[src/rtl/dco_bank_slew_cod.sv]
// -----------------------------------------------------------------------------
// dco_bank_slew_cod
//
// Slew-limited row/column encoder for the DCO capacitor bank. A binary tuning
// word is accepted over a valid/ready handshake; the applied code then walks
// toward it by at most MAX_STEP LSBs per update edge. Every applied code is
// decoded into registered active-low full-row enables, a one-hot partial-row
// select and a serpentine thermometer column select.
//
// All state updates on the FALLING edge of clk_i. WORD_W must equal
// ROW_W + COL_W.
//
// Ports:
//   clk_i        clock (state updates on falling edge)
//   rst_ni       synchronous active-low reset
//   en_i         update enable; low freezes all state
//   word_vld_i   new target word valid
//   word_i       target tuning word
//   word_rdy_o   target can be accepted (current code == target)
//   busy_o       slewing in progress (= !word_rdy_o)
//   step_o       one-cycle pulse: current code changed on this edge
//   cur_word_o   currently applied code
//   r_all_o      active-low full-row enables (NROW)
//   row_o        one-hot partial row select (NROW)
//   col_o        thermometer column select within the partial row (NCOL)
// -----------------------------------------------------------------------------
module dco_bank_slew_cod #(
    parameter int WORD_W   = 8,
    parameter int ROW_W    = 4,
    parameter int COL_W    = 4,
    parameter int MAX_STEP = 16,
    parameter int RST_WORD = 2 ** (WORD_W - 1)
) (
    input  logic                      clk_i,
    input  logic                      rst_ni,
    input  logic                      en_i,
    input  logic                      word_vld_i,
    input  logic [WORD_W-1:0]         word_i,
    output logic                      word_rdy_o,
    output logic                      busy_o,
    output logic                      step_o,
    output logic [WORD_W-1:0]         cur_word_o,
    output logic [(2**ROW_W)-1:0]     r_all_o,
    output logic [(2**ROW_W)-1:0]     row_o,
    output logic [(2**COL_W)-1:0]     col_o
);

    localparam int NROW = 2 ** ROW_W;
    localparam int NCOL = 2 ** COL_W;

    localparam logic [WORD_W-1:0] RST_C  = WORD_W'(RST_WORD);
    localparam logic [WORD_W-1:0] STEP_C = WORD_W'(MAX_STEP);

    // ------------------------------------------------------------------
    // Decode helpers (also used to build the reset values of the outputs)
    // ------------------------------------------------------------------
    function automatic logic [NROW-1:0] dec_r_all(input logic [WORD_W-1:0] c);
        logic [NROW-1:0] r;
        int ri;
        ri = int'(c[WORD_W-1:COL_W]);
        r  = '0;
        for (int i = 0; i < NROW; i++) begin
            r[i] = (i >= ri);
        end
        return r;
    endfunction

    function automatic logic [NROW-1:0] dec_row(input logic [WORD_W-1:0] c);
        logic [NROW-1:0] r;
        int ri;
        ri = int'(c[WORD_W-1:COL_W]);
        r  = '0;
        for (int i = 0; i < NROW; i++) begin
            r[i] = (i == ri);
        end
        return r;
    endfunction

    // Odd rows fill from the top column down, so stepping across a row
    // boundary only ever toggles a single column cell.
    function automatic logic [NCOL-1:0] dec_col(input logic [WORD_W-1:0] c);
        logic [NCOL-1:0] r;
        int cc;
        logic odd;
        cc  = int'(c[COL_W-1:0]);
        odd = c[COL_W];
        r   = '0;
        for (int i = 0; i < NCOL; i++) begin
            r[i] = odd ? (i >= NCOL - cc) : (i < cc);
        end
        return r;
    endfunction

    localparam logic [NROW-1:0] RST_R_ALL = dec_r_all(RST_C);
    localparam logic [NROW-1:0] RST_ROW   = dec_row(RST_C);
    localparam logic [NCOL-1:0] RST_COL   = dec_col(RST_C);

    // ------------------------------------------------------------------
    // State
    // ------------------------------------------------------------------
    logic [WORD_W-1:0] cur_q, cur_d;
    logic [WORD_W-1:0] tgt_q, tgt_d;
    logic              step_q, step_d;
    logic [NROW-1:0]   r_all_q, r_all_d;
    logic [NROW-1:0]   row_q, row_d;
    logic [NCOL-1:0]   col_q, col_d;

    logic              rdy;
    logic              accept;
    logic [WORD_W-1:0] target;
    logic [WORD_W-1:0] mag;
    logic              up;
    logic              limit;

    assign rdy    = (cur_q == tgt_q);
    assign accept = en_i & word_vld_i & rdy;
    // On an accept edge the first step is taken toward the incoming word.
    assign target = accept ? word_i : tgt_q;
    assign up     = (target >= cur_q);
    assign mag    = up ? (target - cur_q) : (cur_q - target);
    // Only clamp when the remaining distance exceeds the step size, so a
    // step can never overshoot target (and therefore never wraps).
    assign limit  = (MAX_STEP != 0) && (int'(mag) > MAX_STEP);

    always_comb begin
        cur_d   = cur_q;
        tgt_d   = tgt_q;
        step_d  = 1'b0;
        r_all_d = r_all_q;
        row_d   = row_q;
        col_d   = col_q;
        if (en_i) begin
            tgt_d = target;
            if (limit) begin
                cur_d = up ? (cur_q + STEP_C) : (cur_q - STEP_C);
            end else begin
                cur_d = target;
            end
            step_d  = (cur_d != cur_q);
            // Outputs decode the next code so they track cur_word every cycle.
            r_all_d = dec_r_all(cur_d);
            row_d   = dec_row(cur_d);
            col_d   = dec_col(cur_d);
        end
    end

    always_ff @(negedge clk_i) begin
        if (!rst_ni) begin
            cur_q   <= RST_C;
            tgt_q   <= RST_C;
            step_q  <= 1'b0;
            r_all_q <= RST_R_ALL;
            row_q   <= RST_ROW;
            col_q   <= RST_COL;
        end else begin
            cur_q   <= cur_d;
            tgt_q   <= tgt_d;
            step_q  <= step_d;
            r_all_q <= r_all_d;
            row_q   <= row_d;
            col_q   <= col_d;
        end
    end

    assign word_rdy_o = rdy;
    assign busy_o     = ~rdy;
    assign step_o     = step_q;
    assign cur_word_o = cur_q;
    assign r_all_o    = r_all_q;
    assign row_o      = row_q;
    assign col_o      = col_q;

endmodule

[config.mk]
export PLATFORM = sky130hd
export DESIGN_NAME = dco_bank_slew_cod
export DESIGN_NICKNAME = d
export VERILOG_FILES = /design/src/rtl/dco_bank_slew_cod.sv
export SDC_FILE = /design/constraint.sdc
export NUM_CORES = 1
export LEC_CHECK = 0
export ABC_AREA = 1
export CORE_MARGIN = 10
export CORE_UTILIZATION = 30
export CTS_BUF_LIST = sky130_fd_sc_hd__clkbuf_16
export DETAILED_ROUTE_END_ITERATION = 10
export PLACE_DENSITY = 0.56
export SLEW_MARGIN = 20
export SYNTH_ARGS = -nofsm -noshare
export SYNTH_HDL_FRONTEND = slang
export SYNTH_SLANG_ARGS = --single-unit
export TNS_END_PERCENT = 5
[constraint.sdc]
create_clock -name clk_i -period 4.6 [get_ports clk_i]
set_clock_uncertainty 0.1 [all_clocks]
set_input_delay 0.46 -clock clk_i [delete_from_list [all_inputs] [get_ports clk_i]]
set_output_delay 0.46 -clock clk_i [all_outputs]
set_load 0.05 [all_outputs]
# After elaboration in Yosys (flattened, before gate mapping)

Cells that the tools add are included.
W data, S select, Z words.

Shift-type cells: 0
Add/sub/neg operators: 5
Bitwise logic cells: 3
Div/mod/pow operators: 0
Equal/unequal tests: 17
Order comparisons: 48
Mux-type cells: 21
Reductions and logical operators: 2
Multiply operators: 0

Operators with widths:

| cell                  | count |
|---|---|
| $ge A5 B6 Y1 const A  | 8 |
| $mux W8               | 5 |
| $eq A4 B4 Y1 const A  | 8 |
| $ge A4 B4 Y1 const A  | 7 |
| $lt A4 B4 Y1 const A  | 7 |
| $ge A4 B6 Y1 const A  | 4 |
| $eq A3 B4 Y1 const A  | 4 |
| $ge A3 B4 Y1 const A  | 4 |
| $lt A3 B4 Y1 const A  | 4 |
| $mux W1               | 16 |
| $sub A8 B8 Y8         | 2 |
| $ge A3 B6 Y1 const A  | 2 |
| $add A8 B5 Y8 const B | 1 |
| $eq A2 B4 Y1 const A  | 2 |
| $eq A8 B8 Y1          | 1 |
| $ge A1 B4 Y1 const A  | 2 |
| $ge A2 B4 Y1 const A  | 2 |
| $ge A8 B8 Y1          | 1 |
| $gt A8 B5 Y1 const B  | 1 |
| $lt A1 B4 Y1 const A  | 2 |
| $lt A2 B4 Y1 const A  | 2 |
| $ne A8 B8 Y1          | 1 |
| $sub A8 B5 Y8 const B | 1 |
| $ge A1 B6 Y1 const A  | 1 |
| 7 further kinds       | 8 |

Flip-flop bits (word level): 64
Bits in latches: 0
Memory bits (writable): 0
Logic and storage cells: 102
Bits of input ports: 12
ROM bits: 0
Memories kept: 0

# Depth between registers and ports, before layout

Gate-level depths: netlist of run 1.

Word-level depth: 11
Gate-level depth with buffers: 33

==> summary.txt, run 1 <==
Drt
  – Met2 routed WL: 7200 µm
  – Max Used Layer: met4
  – Initial drt markers: 305
  – Met3 WL post-DR: 993 µm
  – Average wire per cell in the routed design: 14.6 µm
  – TritonRoute pass-1 iters: 4
  – Drt total wl: 15100 µm
  – Metal1 wirelength: 6640 µm
  – Routed Antenna Nets: 0
  – Vias: 4805
  – Vias per cell: 4.64
  – # DRC: 0

Synthesis
  – Synth warn: 0
  – Synthesized flop and latch total: 63
  – Distinct cells, synth: 43
  – Post-synthesis sequential area ratio: 30.2%
  – Synthesized area: 4180 µm²
  – Net count after synthesis: 651
  – Synthesized area per cell: 6.81 µm²
  – Gate count after technology mapping: 613

Critical path
  – Startpoint Class: primary input
  – Crit path max fanout: 6
  – Flop-to-flop setup slack: 0.24 ns
  – Crit Reg-Reg Startpoint: cur_word_o[3]
  – Worst endpoint required time: 2.45 ns
  – Critical path's slowest cell: fa_2
  – Setup crit start: en_i
  – Worst path max stage delay: 0.41 ns
  – Cell mode on critical path: nand2_4
  – End point of the critical path: r_all_o[12]
  – Crit path kind: in -> reg
  – R2R depth: 29
  – R2R Path End: r_all_o[12]
  – Critical Path End Type: register
  – Worst path arrival time: 3.66 ns

Die
  – Die area: 19000 µm²
  – # IOs: 71
  – Chip width: 138 µm
  – Core area: 13800 µm²
  – Die height: 138 µm
  – Initial Utilization: 30.3%
  – FP Rows: 43

Clocking
  – Cts hold-fix bufs: 0
  – Total CTS buffers: 9
  – Worst-path clk slew: 0.03 ns
  – CTS tree: done
  – Max Root-Sink Buffers: 2
  – Clock root cell: clkbuf_16
  – Clock sink count: 63
  – Worst skew pair latency: 0.39 ns
  – CTS H-tree lvls: 3

Cells and area
  – N_diodes: 0
  – Area growth, synth to finish: 67.2%
  – Layout cell share with drive strength beyond 1: 32.4%
  – Filler cells: 1393
  – Commonest non-fill, non-tap cells in the layout: 150 x nand2_1, 122 x inv_1, 115 x buf_4
  – Most common cell after layout, fill and taps aside: nand2_1
  – Nets: 888

STA
  – Fin. max-slew vios: 0
  – Final WS setup: -1.21 ns
  – RSZ-0062 raised after global routing: yes
  – Rel. slew slack: 47.3%
  – Setup violators final: 55
  – Least-Margin Pin Slew: 0.787 ns
  – Hold Fails Final Rpt: 0

Outcome
  – Failing checks: negative setup slack
  – Status: finished, violations left

Run
  – Max Cap Viol: 0

GRT
  – GRT overflow: 0
  – First-pass GRT wire length: 24000 µm
  – Largest net degree at the start of global routing: 30
  – Initial antenna violation count: 0
  – Total track usage: 15.7%
  – Vias in the first global route: 5033

Place
  – Hpwl dp: 10900 µm
  – Final GP Congestion: 0.911
  – Dpl ws: -2.10 ns
  – I/O Buffers: 69

Worst hold path
  – Hold Crit Class: reg -> reg
[worst max-delay path, delay by kind of cell]
family / cells / cell delay, ns
buffers and inverters: 5 / 0.40
xor gates and xnor gates: 2 / 0.37
AOI/OAI and AO/OA: 4 / 0.45
adders and majority gates: 3 / 0.81
and+or+nand+nor: 12 / 1.20
[stage by stage]
stage / utilization [%] / setup TNS (ns) / hold slack (ns) / area [µm²] / std cells
2_1_floorplan: - / -63.65 / 0.456 / 4340 / 613
4_1_cts: 48.4 / -49.37 / 0.359 / 6660 / 1025
5_1_grt: 50.7 / -67.28 / 0.379 / 6980 / 1035
3_5_place_dp: 42.0 / -106.34 / 0.352 / 5790 / 932
6_report: 50.7 / -58.21 / 0.361 / 6980 / 1035
3_3_place_gp: 42.0 / -101.58 / 0.347 / 5790 / 932
[cells by family after synthesis]
logic type | Yosys count | share of synthesized area, %
buffers and inverters | 98 | 9.95
and+or+nand+nor | 325 | 35.5
AOI/OAI and AO/OA | 90 | 13.8
other | 1 | 0.0898
DFF | 63 | 30.2
xor gates and xnor gates | 10 | 2.10
adders and majority gates | 26 | 8.33
[cell usage after synthesis (all sizes together)]
library cell | count | area share [%]
a211o | 1 | 0.21
conb | 1 | 0.090
xnor2 | 1 | 0.21
clkinv | 1 | 0.090
nand2 | 189 | 18
nand3b | 7 | 1.3
o31ai | 5 | 0.90
ha | 23 | 6.9
buf | 10 | 2.0
nand4 | 8 | 1.2
o22ai | 8 | 1.2
nor2 | 74 | 7.9
nor3 | 5 | 0.84
o21ai | 32 | 5.0
a21oi | 30 | 4.0
or2 | 1 | 0.21
clkbuf | 9 | 0.81
a31oi | 2 | 0.30
a22oi | 6 | 1.1
xor2 | 9 | 1.9
fa | 3 | 1.4
a32o | 1 | 0.24
nand3 | 41 | 5.8
o211ai | 3 | 0.54
inv | 78 | 7.1
dfxtp | 63 | 30
o22a | 2 | 0.42
[sequential cells by signal (all words and copies together) (netlist names)]
register and count:
row_o 16, col_o 16, step_o 1, r_all_o 14, cur_word_o 8, tgt_q 8
[cell type report]
class	instances	area, µm²	share of cell area [%]
multi-input combinational	452	3040	43.5
timing repair buffer	183	1580	22.6
sequential	63	1270	18.2
clock inverter	70	340	4.87
inverter	78	308	4.41
clock buffer	9	225	3.23
tap	180	225	3.23
[worst min path at each step]
stage	startpoint	depth (start not counted)	endpoint
global placement	row_o[4]	2	row_o[4]
CTS	r_all_o[2]	2	r_all_o[2]
floorplan	tgt_q[3]	4	tgt_q[3]
detailed placement	r_all_o[3]	2	r_all_o[3]
finish	row_o[11]	2	row_o[11]
global route	r_all_o[5]	2	r_all_o[5]
[what timing repair did]
item,4_1_cts,5_1_grt
pin swaps,39,43
buffers inserted,15,10
gates resized for setup,64,65
setup endpoints to repair,57,56
[layer usage]
metal / vias to the layer above / global-route usage (%)
met4: 0 / 7.88
met3: 28 / 4.75
met5: - / 0
li1: 2436 / -
met2: 114 / 25.7
met1: 2227 / 18.3
Power of run 1 is not shown: default switching activity piles up to over one toggle a cycle in this logic, so the estimate is an artifact.
==> inputs of run 2 (changes only) <==
Settings changed: GPL_ROUTABILITY_DRIVEN set to 0.
==> summary.txt, run 2 (synthesis results as in run 1) <==
Drt
  – Vias per cell: 4.67 (+0.62%)
  – Vias: 4877 (+1.5%)
  – TritonRoute pass-1 iters: 5 (+1)
  – Initial drt markers: 329 (+7.9%)
  – Drt total wl: 14900 µm (-1.5%)
  – # DRC: 0 (unchanged)
  – Average wire per cell in the routed design: 14.3 µm (-2.3%)
  – Routed Antenna Nets: 0 (unchanged)

Cells and area
  – N_diodes: 0 (unchanged)
  – Footprint of the multi-input gates: 3070 µm² (+1.1%)
  – Area growth, synth to finish: 68.9%
  – Sequential cell area: 1270 µm² (unchanged)
  – Commonest non-fill, non-tap cells in the layout: 138 x nand2_1, 119 x inv_1, 113 x buf_4
  – Nets: 897 (+1.0%)
  – Post-layout util: 51.2% (+0.50 points)
  – Most common cell after layout, fill and taps aside: nand2_1
  – Filler cells: 1330 (-4.5%)
  – Layout Cells excl Fill: 1044 (+0.87%)
  – Layout cell share with drive strength beyond 1: 35.6% (+3.3 points)

STA
  – Setup violators final: 55 (unchanged)
  – Hold Fails Final Rpt: 0 (unchanged)
  – Least-Margin Pin Slew: 0.822 ns (+0.0346 ns)
  – RSZ-0062 raised after global routing: yes
  – Final WS setup: -1.15 ns (+0.0625 ns)
  – Rel. slew slack: 45.0% (-2.3 points)
  – Hold_ws: 0.354 ns (-0.00753 ns)
  – Fin. max-slew vios: 0 (unchanged)

Critical path
  – Worst endpoint required time: 2.52 ns (+0.07 ns)
  – Crit path max fanout: 7 (+1)
  – Crit path kind: in -> reg
  – Critical Path End Type: register
  – Worst path arrival time: 3.66 ns (about the same)
  – Startpoint Class: primary input

Clocking
  – Cts hold-fix bufs: 0 (unchanged)
  – Worst skew pair latency: 0.40 ns (about the same)
  – Max Root-Sink Buffers: 2 (unchanged)
  – Clock root cell: clkbuf_16
  – CTS H-tree lvls: 3 (unchanged)
  – Worst-path clk slew: 0.04 ns (about the same)
  – Clock sink count: 63 (unchanged)
  – CTS tree: done
  – Total CTS buffers: 9 (unchanged)

GRT
  – Initial antenna violation count: 0 (unchanged)
  – Largest net degree at the start of global routing: 30 (unchanged)
  – Vias in the first global route: 5169 (+2.7%)
  – GRT overflow: 0 (unchanged)
  – Total track usage: 15.8% (+0.075 points)
  – First-pass GRT wire length: 24400 µm (+1.6%)

Die
  – FP Rows: 43 (unchanged)
  – Chip width: 138 µm (unchanged)
  – Core area: 13800 µm² (unchanged)
  – Die area: 19000 µm² (unchanged)
  – # IOs: 71 (unchanged)
  – Initial Utilization: 30.3% (unchanged)
  – Die height: 138 µm (unchanged)

Outcome
  – Status: finished, violations left
  – Failing checks: negative setup slack

Place
  – I/O Buffers: 69 (unchanged)
  – Hpwl dp: 10700 µm (-1.8%)
  – Placed cells: 937 (+0.54%)

Run
  – Max Cap Viol: 0 (unchanged)

Worst hold path
  – Hold Crit Class: reg -> reg
[run 2: what timing repair did]
action,in CTS,in global routing
setup buffers,22,7
gates cloned,0,0
resized for setup,105,48
setup endpoints to repair,56,57
pin swaps,57,50
[run 2: worst max-delay path, stage by stage]
cell and delay [ns]:
clkdlybuf4s50_1 0.49, o21ai_4 0.20, inv_2 0.06, ha_4 0.30
nand2_4 0.07, buf_4 0.14, inv_2 0.06, nand3_2 0.09
nand2_1 0.09, nand2_1 0.08, nand3_2 0.08, nand2_2 0.07
nor2_4 0.18, nand3_4 0.16, nand2_4 0.12, nand2_8 0.08
inv_1 0.14, ha_2 0.32, nor2_2 0.18, nand3_1 0.11
a31oi_1 0.18
[run 2: cell type report]
cell class / count / share of cell area (%)
flip-flops and latches: 63 / 18.0
repair buffers: 192 / 23.9
clock buffers: 9 / 3.19
well taps: 180 / 3.19
inverters: 78 / 4.22
multi-input cells: 452 / 43.5
clock inverters: 70 / 3.96
[run 2: path summary, 6_finish.rpt]
path | start | to | cells past startpoint | slack [ns]
setup / recovery | word_i[4] | col_o[1] | 21 | -1.15
hold / removal | row_o[4] | row_o[4] | 2 | 0.35
setup reg to reg | cur_word_o[6] | col_o[1] | 29 | 0.36
hold reg to reg | row_o[4] | row_o[4] | 2 | 0.35
[run 2: routing by layer]
metal	part of all wire [%]	global-route usage, %	up-vias
met5	0	0	-
met4	1.5	7.36	0
met3	6.3	5.29	19
met2	48	25.1	125
met1	44	18.8	2264
li1	-	-	2469
[run 2: stage by stage]
| step | setup slack [ns] | cell area, µm² | setup TNS (ns) |
|---|---|---|---|
| 6_report | -1.15 | 7050 | -54.31 |
| 3_5_place_dp | -2.06 | 5830 | -103.92 |
| 4_1_cts | -1.07 | 6820 | -50.95 |
| 2_1_floorplan | -1.30 | 4340 | -63.65 |
| 3_3_place_gp | -2.03 | 5830 | -101.12 |
| 5_1_grt | -1.33 | 7050 | -64.75 |
Power of run 2 is left out for the same reason.
